## src/rtl/btn_debounce.sv

```systemverilog
// btn_debounce: synchronize raw push-buttons into mclk and debounce each channel independently.
// Ports: mclk (clock), reset (synchronous, active-high), btn (raw asynchronous buttons),
//        btn_level (debounced level), btn_press (accept/auto-repeat strobe),
//        btn_release (release strobe). All outputs are registered.
module btn_debounce #(
   parameter int WIDTH         = 3,
   parameter int DB_CYCLES     = 500000,
   parameter int REPEAT_CYCLES = 0
) (
   input  logic             mclk,
   input  logic             reset,
   input  logic [WIDTH-1:0] btn,
   output logic [WIDTH-1:0] btn_level,
   output logic [WIDTH-1:0] btn_press,
   output logic [WIDTH-1:0] btn_release
);
   localparam int DCW = $clog2(DB_CYCLES + 1) > 1 ? $clog2(DB_CYCLES + 1) : 1;
   localparam int RCW = $clog2(REPEAT_CYCLES + 1) > 1 ? $clog2(REPEAT_CYCLES + 1) : 1;
   localparam logic [DCW-1:0] DC_LAST = DCW'(DB_CYCLES > 1 ? DB_CYCLES - 2 : 0);
   localparam logic [RCW-1:0] RC_LAST = RCW'(REPEAT_CYCLES > 0 ? REPEAT_CYCLES - 1 : 0);
   localparam logic [1:0] RELEASED   = 2'd0;
   localparam logic [1:0] PRESS_PEND = 2'd1;
   localparam logic [1:0] PRESSED    = 2'd2;
   localparam logic [1:0] REL_PEND   = 2'd3;
   logic [WIDTH-1:0] r_s1;
   logic [WIDTH-1:0] r_s2;
   logic [WIDTH-1:0] r_level;
   logic [WIDTH-1:0] r_press;
   logic [WIDTH-1:0] r_release;
   logic [1:0]       r_st [WIDTH];
   logic [DCW-1:0]   r_dc [WIDTH];
   logic [RCW-1:0]   r_rc [WIDTH];
   // The pending states count DB_CYCLES-1 agreeing edges; with DB_CYCLES=1 the
   // stable states accept directly, so the pending states are never entered.
   always_ff @(posedge mclk) begin
      if (reset) begin
         r_s1      <= '0;
         r_s2      <= '0;
         r_level   <= '0;
         r_press   <= '0;
         r_release <= '0;
         for (int i = 0; i < WIDTH; i++) begin
            r_st[i] <= RELEASED;
            r_dc[i] <= '0;
            r_rc[i] <= '0;
         end
      end else begin
         r_s1      <= btn;
         r_s2      <= r_s1;
         r_press   <= '0;
         r_release <= '0;
         for (int i = 0; i < WIDTH; i++) begin
            case (r_st[i])
               RELEASED:
                  if (r_s2[i] && DB_CYCLES == 1) begin
                     r_st[i]    <= PRESSED;
                     r_level[i] <= 1'b1;
                     r_press[i] <= 1'b1;
                     r_rc[i]    <= '0;
                  end else if (r_s2[i]) begin
                     r_st[i] <= PRESS_PEND;
                     r_dc[i] <= '0;
                  end
               PRESS_PEND:
                  if (!r_s2[i]) begin
                     r_st[i] <= RELEASED;
                     r_dc[i] <= '0;
                  end else if (r_dc[i] == DC_LAST) begin
                     r_st[i]    <= PRESSED;
                     r_level[i] <= 1'b1;
                     r_press[i] <= 1'b1;
                     r_dc[i]    <= '0;
                     r_rc[i]    <= '0;
                  end else begin
                     r_dc[i] <= r_dc[i] + DCW'(1);
                  end
               PRESSED:
                  if (!r_s2[i] && DB_CYCLES == 1) begin
                     r_st[i]      <= RELEASED;
                     r_level[i]   <= 1'b0;
                     r_release[i] <= 1'b1;
                     r_rc[i]      <= '0;
                  end else if (!r_s2[i]) begin
                     r_st[i] <= REL_PEND;
                     r_dc[i] <= '0;
                     r_rc[i] <= '0;
                  end else if (REPEAT_CYCLES > 0 && r_rc[i] == RC_LAST) begin
                     r_press[i] <= 1'b1;
                     r_rc[i]    <= '0;
                  end else if (REPEAT_CYCLES > 0) begin
                     r_rc[i] <= r_rc[i] + RCW'(1);
                  end
               REL_PEND:
                  if (r_s2[i]) begin
                     r_st[i] <= PRESSED;
                     r_dc[i] <= '0;
                     r_rc[i] <= '0;
                  end else if (r_dc[i] == DC_LAST) begin
                     r_st[i]      <= RELEASED;
                     r_level[i]   <= 1'b0;
                     r_release[i] <= 1'b1;
                     r_dc[i]      <= '0;
                  end else begin
                     r_dc[i] <= r_dc[i] + DCW'(1);
                  end
               default:
                  r_st[i] <= RELEASED;
            endcase
         end
      end
   end
   assign btn_level   = r_level;
   assign btn_press   = r_press;
   assign btn_release = r_release;
endmodule

```

## config.mk

```make
export PLATFORM = sky130hd
export DESIGN_NAME = btn_debounce
export DESIGN_NICKNAME = d
export VERILOG_FILES = /design/src/rtl/btn_debounce.sv
export SDC_FILE = /design/constraint.sdc
export NUM_CORES = 1
export LEC_CHECK = 0
export BUFFER_PORTS_ARGS = -buffer_cell sky130_fd_sc_hd__buf_2
export CAP_MARGIN = 0
export CORE_MARGIN = 5
export CORE_UTILIZATION = 65
export DETAILED_ROUTE_END_ITERATION = 6
export GPL_TIMING_DRIVEN = 0
export PLACE_DENSITY = 0.83
export SETUP_SLACK_MARGIN = 0.3
export SLEW_MARGIN = 20
export SYNTH_ARGS = -nofsm -noshare
export SYNTH_HDL_FRONTEND = slang
export SYNTH_SLANG_ARGS = --single-unit
```

## constraint.sdc

```tcl
create_clock -name mclk -period 3.8 [get_ports mclk]
set_input_delay 0.19 -clock mclk [delete_from_list [all_inputs] [get_ports mclk]]
set_output_delay 0.19 -clock mclk [all_outputs]
set_load 0.02 [all_outputs]
```

==> qor.yml, run 1 <==
status:
  outcome: "completed"
place:
  portBuffers: 12
  pre_cts_ws_ns: 1.39
  place.gp.congestion: 0.821
  dp_hpwl_mm: 5.40
timing:
  slew-limit-headroom_pct: 46.8
  period_needed_ns: 2.43
  hold_viol_final: 0
  rsz0062_at_grt: "false"
  fin_crit_sh_pct: 63.9
  finalMaxSlewViolations: 0
  fin_ws_ns: 1.37
  finalClockSkew_ns: 0.00769
  finalSetupViolCount: 0
  finalSetupTns_ns: 0
  tightest_slew_ns: 0.795
  fin_hold_ws_ns: 0.0625
  max_freq_ghz: 0.412
synth:
  syn_avg_cell_area_um2: 10.7
  synthCells: 395
  yosys_warnings: 0
  netlist_area_um2: 4230
  ys_ff_latch: 78
  synth_cell_types: 56
  postSynth.asyncResetShare_pct: 0
  syn_nets: 406
  synth_edf_count: 63
  ys_top_cells_by_area: "edfxtp_1, dfxtp_1, nor2_1"
  yosys.area.top_type_share_pct: 44.7
  ys_seq_area_share_pct: 51.8
  yosys_most_used_dff: "edfxtp_1"
  yosysTopAreaCell: "edfxtp_1"
finish:
  layout_commonest_cell: "nor2_1"
  syn2layout_area_growth_pct: 7.67
  final_nets: 429
  drive_gt1_share_pct: 13.9
  layout_common_cells: "nor2_1, edfxtp_1, nand3_1"
  antennaDiodeCount: 0
setup_path:
  rr_worst_depth: 7
  worst_setup_path_end_kind: "register"
  worstPathArrival_ns: 2.46
  cp_top_family: "simple AND/OR/NAND/NOR gates"
  crit_buf_inv: 1
  crit_path_cell_trace: "inv_1 > ha_1 > or4bb_2 > nor3_1 > nand2_2 > and3_1 > o21bai_1"
  path_max_fanout: 5
  slowest_delay_ns: 0.63
  slowest_stage: "or4bb_2"
  path_depth: 7
  critPathRequiredTime_ns: 3.83
  path_class: "reg -> reg"
  cp-start-kind: "register"
job:
  maxCapViolCount: 0
global_routing:
  grt_start_max_net_pins: 20
  grt_pass1_wl_mm: 13.5
  grt_pass1_vias: 2902
  antenna_found_initial: 0
  grt_use_total_pct: 20.0
  grt_overflow: 0
floorplanning:
  floorplan.initialDensity_pct: 66.6
  io_pins: 14
  chipHeight_um: 90.7
  core_area_um2: 6350
  die_w_um: 90.7
  core.rowCount: 29
  die-area_um2: 8220
detailed_routing:
  drc: 0
  wl_per_cell_um: 15.4
  vias_per_cell: 5.81
  vias: 2907
  drt_wl_total_mm: 7.70
  drtIter0Drc: 173
  antenna_left: 0
  drtPass1Iterations: 4
pwr:
  finalPower_mw: 2.75
  vdd_ir_drop_max_uv: 392
  leakage_nw: 1.58
  power_density_nw_per_um2: 604
clock_tree:
  cts_inserted_buffers: 9
  numClockSinks: 78
  cts_setup_buffers: 0
  clk_latency_ns: 0.34
  cts_root_buf: "clkbuf_8"
  cts_hold_buf: 0
  clk_transition_reported_paths_ns: 0.07
  cts_buffer_depth: 2
  cts-resized-gates: 0
  cts_tree: "yes"
  cts_max_level: 3
hold_path:
  whs_path_depth: 2
  hold_class: "in -> reg"
-- where the power goes --
| part | switching, mW | internal (mW) |
|---|---|---|
| Combinational | 0.382 | 0.304 |
| Sequential | 0.279 | 1.24 |
| Clock | 0.286 | 0.252 |
| Total | 0.948 | 1.80 |
-- area by class of cell --
class / count / area [um^2]
sequential: 78 / 2190
multi-input combinational: 298 / 1920
fill: 453 / 1800
clock buffer: 12 / 145
tap: 77 / 96.3
buffer: 10 / 78.8
timing repair buffer: 12 / 60.1
inverter: 9 / 33.8
clock inverter: 4 / 22.5
-- cell families after synthesis --
kind of cell             synth area share, %
AND/OR/NAND/NOR                         27.1
flip-flops                              51.8
XOR/XNOR                                11.7
AO/OA/AOI/OAI                           4.17
buffers and inverters                   2.66
adder cells (fa/ha/maj)                 1.78
multiplexers                           0.740
-- worst register-to-register path, delay by kind of cell, from the launching register on --
kind                     cells  cell delay (ns)
adder cells (fa/ha/maj)      1             0.15
AO/OA/AOI/OAI                1             0.21
AND/OR/NAND/NOR              4             1.22
flip-flops                   1             0.45
buffers and inverters        1             0.09
-- layer usage --
metal / global-route usage [%] / wire [um] / vias up
li1: - / - / 1447
met1: 27.6 / 3640 / 1393
met2: 31.5 / 3720 / 61
met3: 3.75 / 269 / 6
met4: 7.57 / 63 / 0
met5: 0 / 0 / -
-- cells in the mapped netlist (all sizes together) (2+ instances only) --
| cell | count |
|---|---|
| or2 | 6 |
| dfxtp | 15 |
| and4 | 5 |
| o22a | 4 |
| xor2 | 29 |
| nand3 | 30 |
| nor2 | 75 |
| inv | 9 |
| nor4 | 6 |
| mux2i | 2 |
| nor2b | 9 |
| o21ai | 5 |
| a21oi | 8 |
| ha | 6 |
| buf | 7 |
| edfxtp | 63 |
| nand4 | 9 |
| and3 | 7 |
| nor3 | 15 |
| xnor2 | 25 |
| or4b | 5 |
| clkbuf | 3 |
| nor3b | 4 |
| nand2b | 6 |
| nand3b | 2 |
| or2b | 2 |
| nand2 | 23 |
-- sequential cells by signal (all words and copies together) (netlist names) --
signal / count
btn_release: 3
r_s1: 3
r_s2: 3
btn_press: 3
btn_level: 3
r_st: 6
r_dc: 57
-- final timing paths --
kind | end | slack (ns) | start
worst max register to register | r_st[2][0] | 1.37 | r_dc[2][0]
worst min-delay path | r_s1[1] | 0.06 | btn[1]
worst max-delay path | r_st[2][0] | 1.37 | r_dc[2][0]
worst min register to register | r_s2[0] | 0.45 | r_s1[0]
-- stage by stage --
stage | std cells | util, % | area [um^2]
floorplan | 395 | - | 4230
global placement | 484 | 69.0 | 4380
detailed placement | 484 | 69.0 | 4380
CTS | 500 | 71.7 | 4550
global route | 500 | 71.7 | 4550
finish | 500 | 71.7 | 4550
No activity file was read; power rests on OpenSTA's default activity.
==> inputs of run 2 (changes only) <==
CORE_UTILIZATION = 56   (was 65)
PLACE_DENSITY = 0.76   (was 0.83)
clock period = 2 ns   (was 3.8 ns; I/O delays follow)
==> run 2 against run 1 <==
The run now ends with negative setup slack left. Sequential power up 88%. Combinational power rose to 3.2 times the previous value. Count of clock-buffer cells in the layout down 1. Global-route usage shrank 0.27 points. Clock power is 100% higher. Highest routed layer unchanged.
==> qor.yml, run 2 (synthesis gave the netlist of run 1 again) <==
timing:
  slew-limit-headroom_pct: 66.4  # +20 points
  finalClockSkew_ns: 0.0104  # +0.00270 ns
  finalSetupViolCount: 6  # +6
  tightest_slew_ns: 0.504  # -0.291 ns
  hold_viol_final: 0  # unchanged
  max_freq_ghz: 0.493  # +20%
  fin_ws_ns: -0.0266  # -1.40 ns
  rsz0062_at_grt: "true"
  period_needed_ns: 2.03  # -0.403 ns
  fin_crit_sh_pct: 101  # +37 points
  finalMaxSlewViolations: 0  # unchanged
finish:
  syn2layout_area_growth_pct: 29.8
  top_register: "r_dc"
  seqCellArea_um2: 2190  # unchanged
  antennaDiodeCount: 0  # unchanged
  fillers: 467  # +3.1%
  layout_common_cells: "edfxtp_1, nor2_1, buf_4"
  layout_commonest_cell: "edfxtp_1"
  final_core_util_pct: 75.3  # +3.6 points
  drive_gt1_share_pct: 37.4  # +23 points
  final_nets: 484  # +13%
  multi_input_area_um2: 2330  # +21%
  largest_register_ffs: 57  # unchanged
  top_regs: "r_dc x57, r_st x6"
  fin_cells: 577  # +15%
clock_tree:
  numClockSinks: 78  # unchanged
  cts_inserted_buffers: 9  # unchanged
  cts_tree: "yes"
  clk_transition_reported_paths_ns: 0.08  # about the same
  clk_latency_ns: 0.35  # about the same
  cts_root_buf: "clkbuf_8"
  cts_buffer_depth: 2  # unchanged
  cts_max_level: 3  # unchanged
pwr:
  vdd_ir_drop_max_uv: 739  # +89%
  leakage_nw: 1.99  # +26%
  power_density_nw_per_um2: 1120  # +86%
floorplanning:
  core.rowCount: 31  # +6.9%
  io_pins: 14  # unchanged
  die_w_um: 96.9  # +6.9%
  floorplan.initialDensity_pct: 58.0  # -8.6 points
  core_area_um2: 7290  # +15%
  die-area_um2: 9390  # +14%
  chipHeight_um: 96.9  # +6.9%
global_routing:
  grt_overflow: 0  # unchanged
  grt_start_max_net_pins: 20  # unchanged
  grt_use_total_pct: 19.8  # -0.27 points
  grt_pass1_wl_mm: 15.1  # +12%
  antenna_found_initial: 0  # unchanged
  grt_pass1_vias: 3175  # +9.4%
detailed_routing:
  drtIter0Drc: 203  # +17%
  vias: 3310  # +14%
  wl_per_cell_um: 16.8  # +9.3%
  vias_per_cell: 5.74  # -1.3%
  antenna_left: 0  # unchanged
  drc: 0  # unchanged
  drt_wl_total_mm: 9.71  # +26%
  drtPass1Iterations: 4  # unchanged
setup_path:
  path_max_fanout: 2  # -3
  worst_setup_path_end_kind: "register"
  path_class: "reg -> reg"
  worstPathArrival_ns: 2.13  # -0.33 ns
  cp-start-kind: "register"
  critPathRequiredTime_ns: 2.10  # -1.73 ns
hold_path:
  hold_class: "in -> reg"
status:
  outcome: "finished, violations left"
  failed_checks: "negative setup slack"
place:
  portBuffers: 12  # unchanged
  place.gp.congestion: 0.855  # +4.1%
  dp_hpwl_mm: 5.28  # -2.1%
  dp_cells: 506  # +4.5%
job:
  maxCapViolCount: 0  # unchanged
-- run 2: cell types whose count changed in the layout (fill, tap and decap cells not counted), moves of 8 or more --
cell / before / now
buf_4: 1 / 36
nor2_1: 75 / 41
buf_6: 3 / 16
nor2_2: 0 / 18
nor3_1: 12 / 4
nor2_4: 0 / 16
-- run 2: worst max-delay path, stage by stage (launching register included) --
cell	delay, ns
edfxtp_1	0.39
inv_1	0.07
ha_1	0.15
or4bb_4	0.51
nor3_4	0.24
a21oi_2	0.08
o32ai_2	0.25
o21ai_1	0.11
-- run 2: final timing paths --
kind / start / slack, ns / to / depth (start not counted)
setup / recovery: r_dc[2][0] / -0.03 / r_st[2][0] / 7
hold / removal: reset / 0.08 / btn_level[2] / 3
setup reg to reg: r_dc[2][0] / -0.03 / r_st[2][0] / 7
hold reg to reg: r_s1[0] / 0.44 / r_s2[0] / 1
-- run 2: timing repair --
item / 4_1_cts / 5_1_grt
endpoints found under the setup margin: 133 / 116
hold buffers: 3 / 0
pin swaps: 16 / 25
cloned: 2 / 2
resized for setup: 68 / 44
endpoints found under the hold margin: 3 / 0
buffers inserted: 33 / 15
-- run 2: layer usage --
layer  global-route usage, %  up-vias  share of wire [%]
li1                        -     1564                  -
met1                    24.1     1644                 42
met2                    33.9       81                 52
met3                    4.24       21                3.2
met4                    7.88        0                2.5
met5                       0        -                  0
-- run 2: stage by stage --
step	setup WS [ns]	setup TNS (ns)	hold WS (ns)	power, mW	cell area (um^2)
CTS	-0.0906	-0.620	0.0413	5.77	5170
global placement	-0.204	-2.37	0.316	4.16	4450
global route	-0.118	-2.17	0.0797	6.46	5490
finish	-0.0266	-0.0630	0.0766	6.15	5490
detailed placement	-0.277	-3.56	0.317	4.23	4450
floorplan	-0.0123	-0.0245	0.228	3.87	4270
-- run 2: layout make-up --
type | count | share of cell area, %
Clock inverter | 5 | 0.616
Clock buffer | 11 | 2.58
Buffer | 10 | 1.64
Sequential cell | 78 | 39.9
Tap cell | 99 | 2.26
Timing Repair Buffer | 66 | 9.90
Inverter | 9 | 0.616
Multi-Input combinational cell | 299 | 42.5
-- run 2: report_power, final --
part / switching, mW / internal, mW / total (mW)
Combinational: 1.16 / 1.06 / 2.21
Clock: 0.592 / 0.486 / 1.08
Sequential: 0.503 / 2.36 / 2.86
Total: 2.25 / 3.90 / 6.15
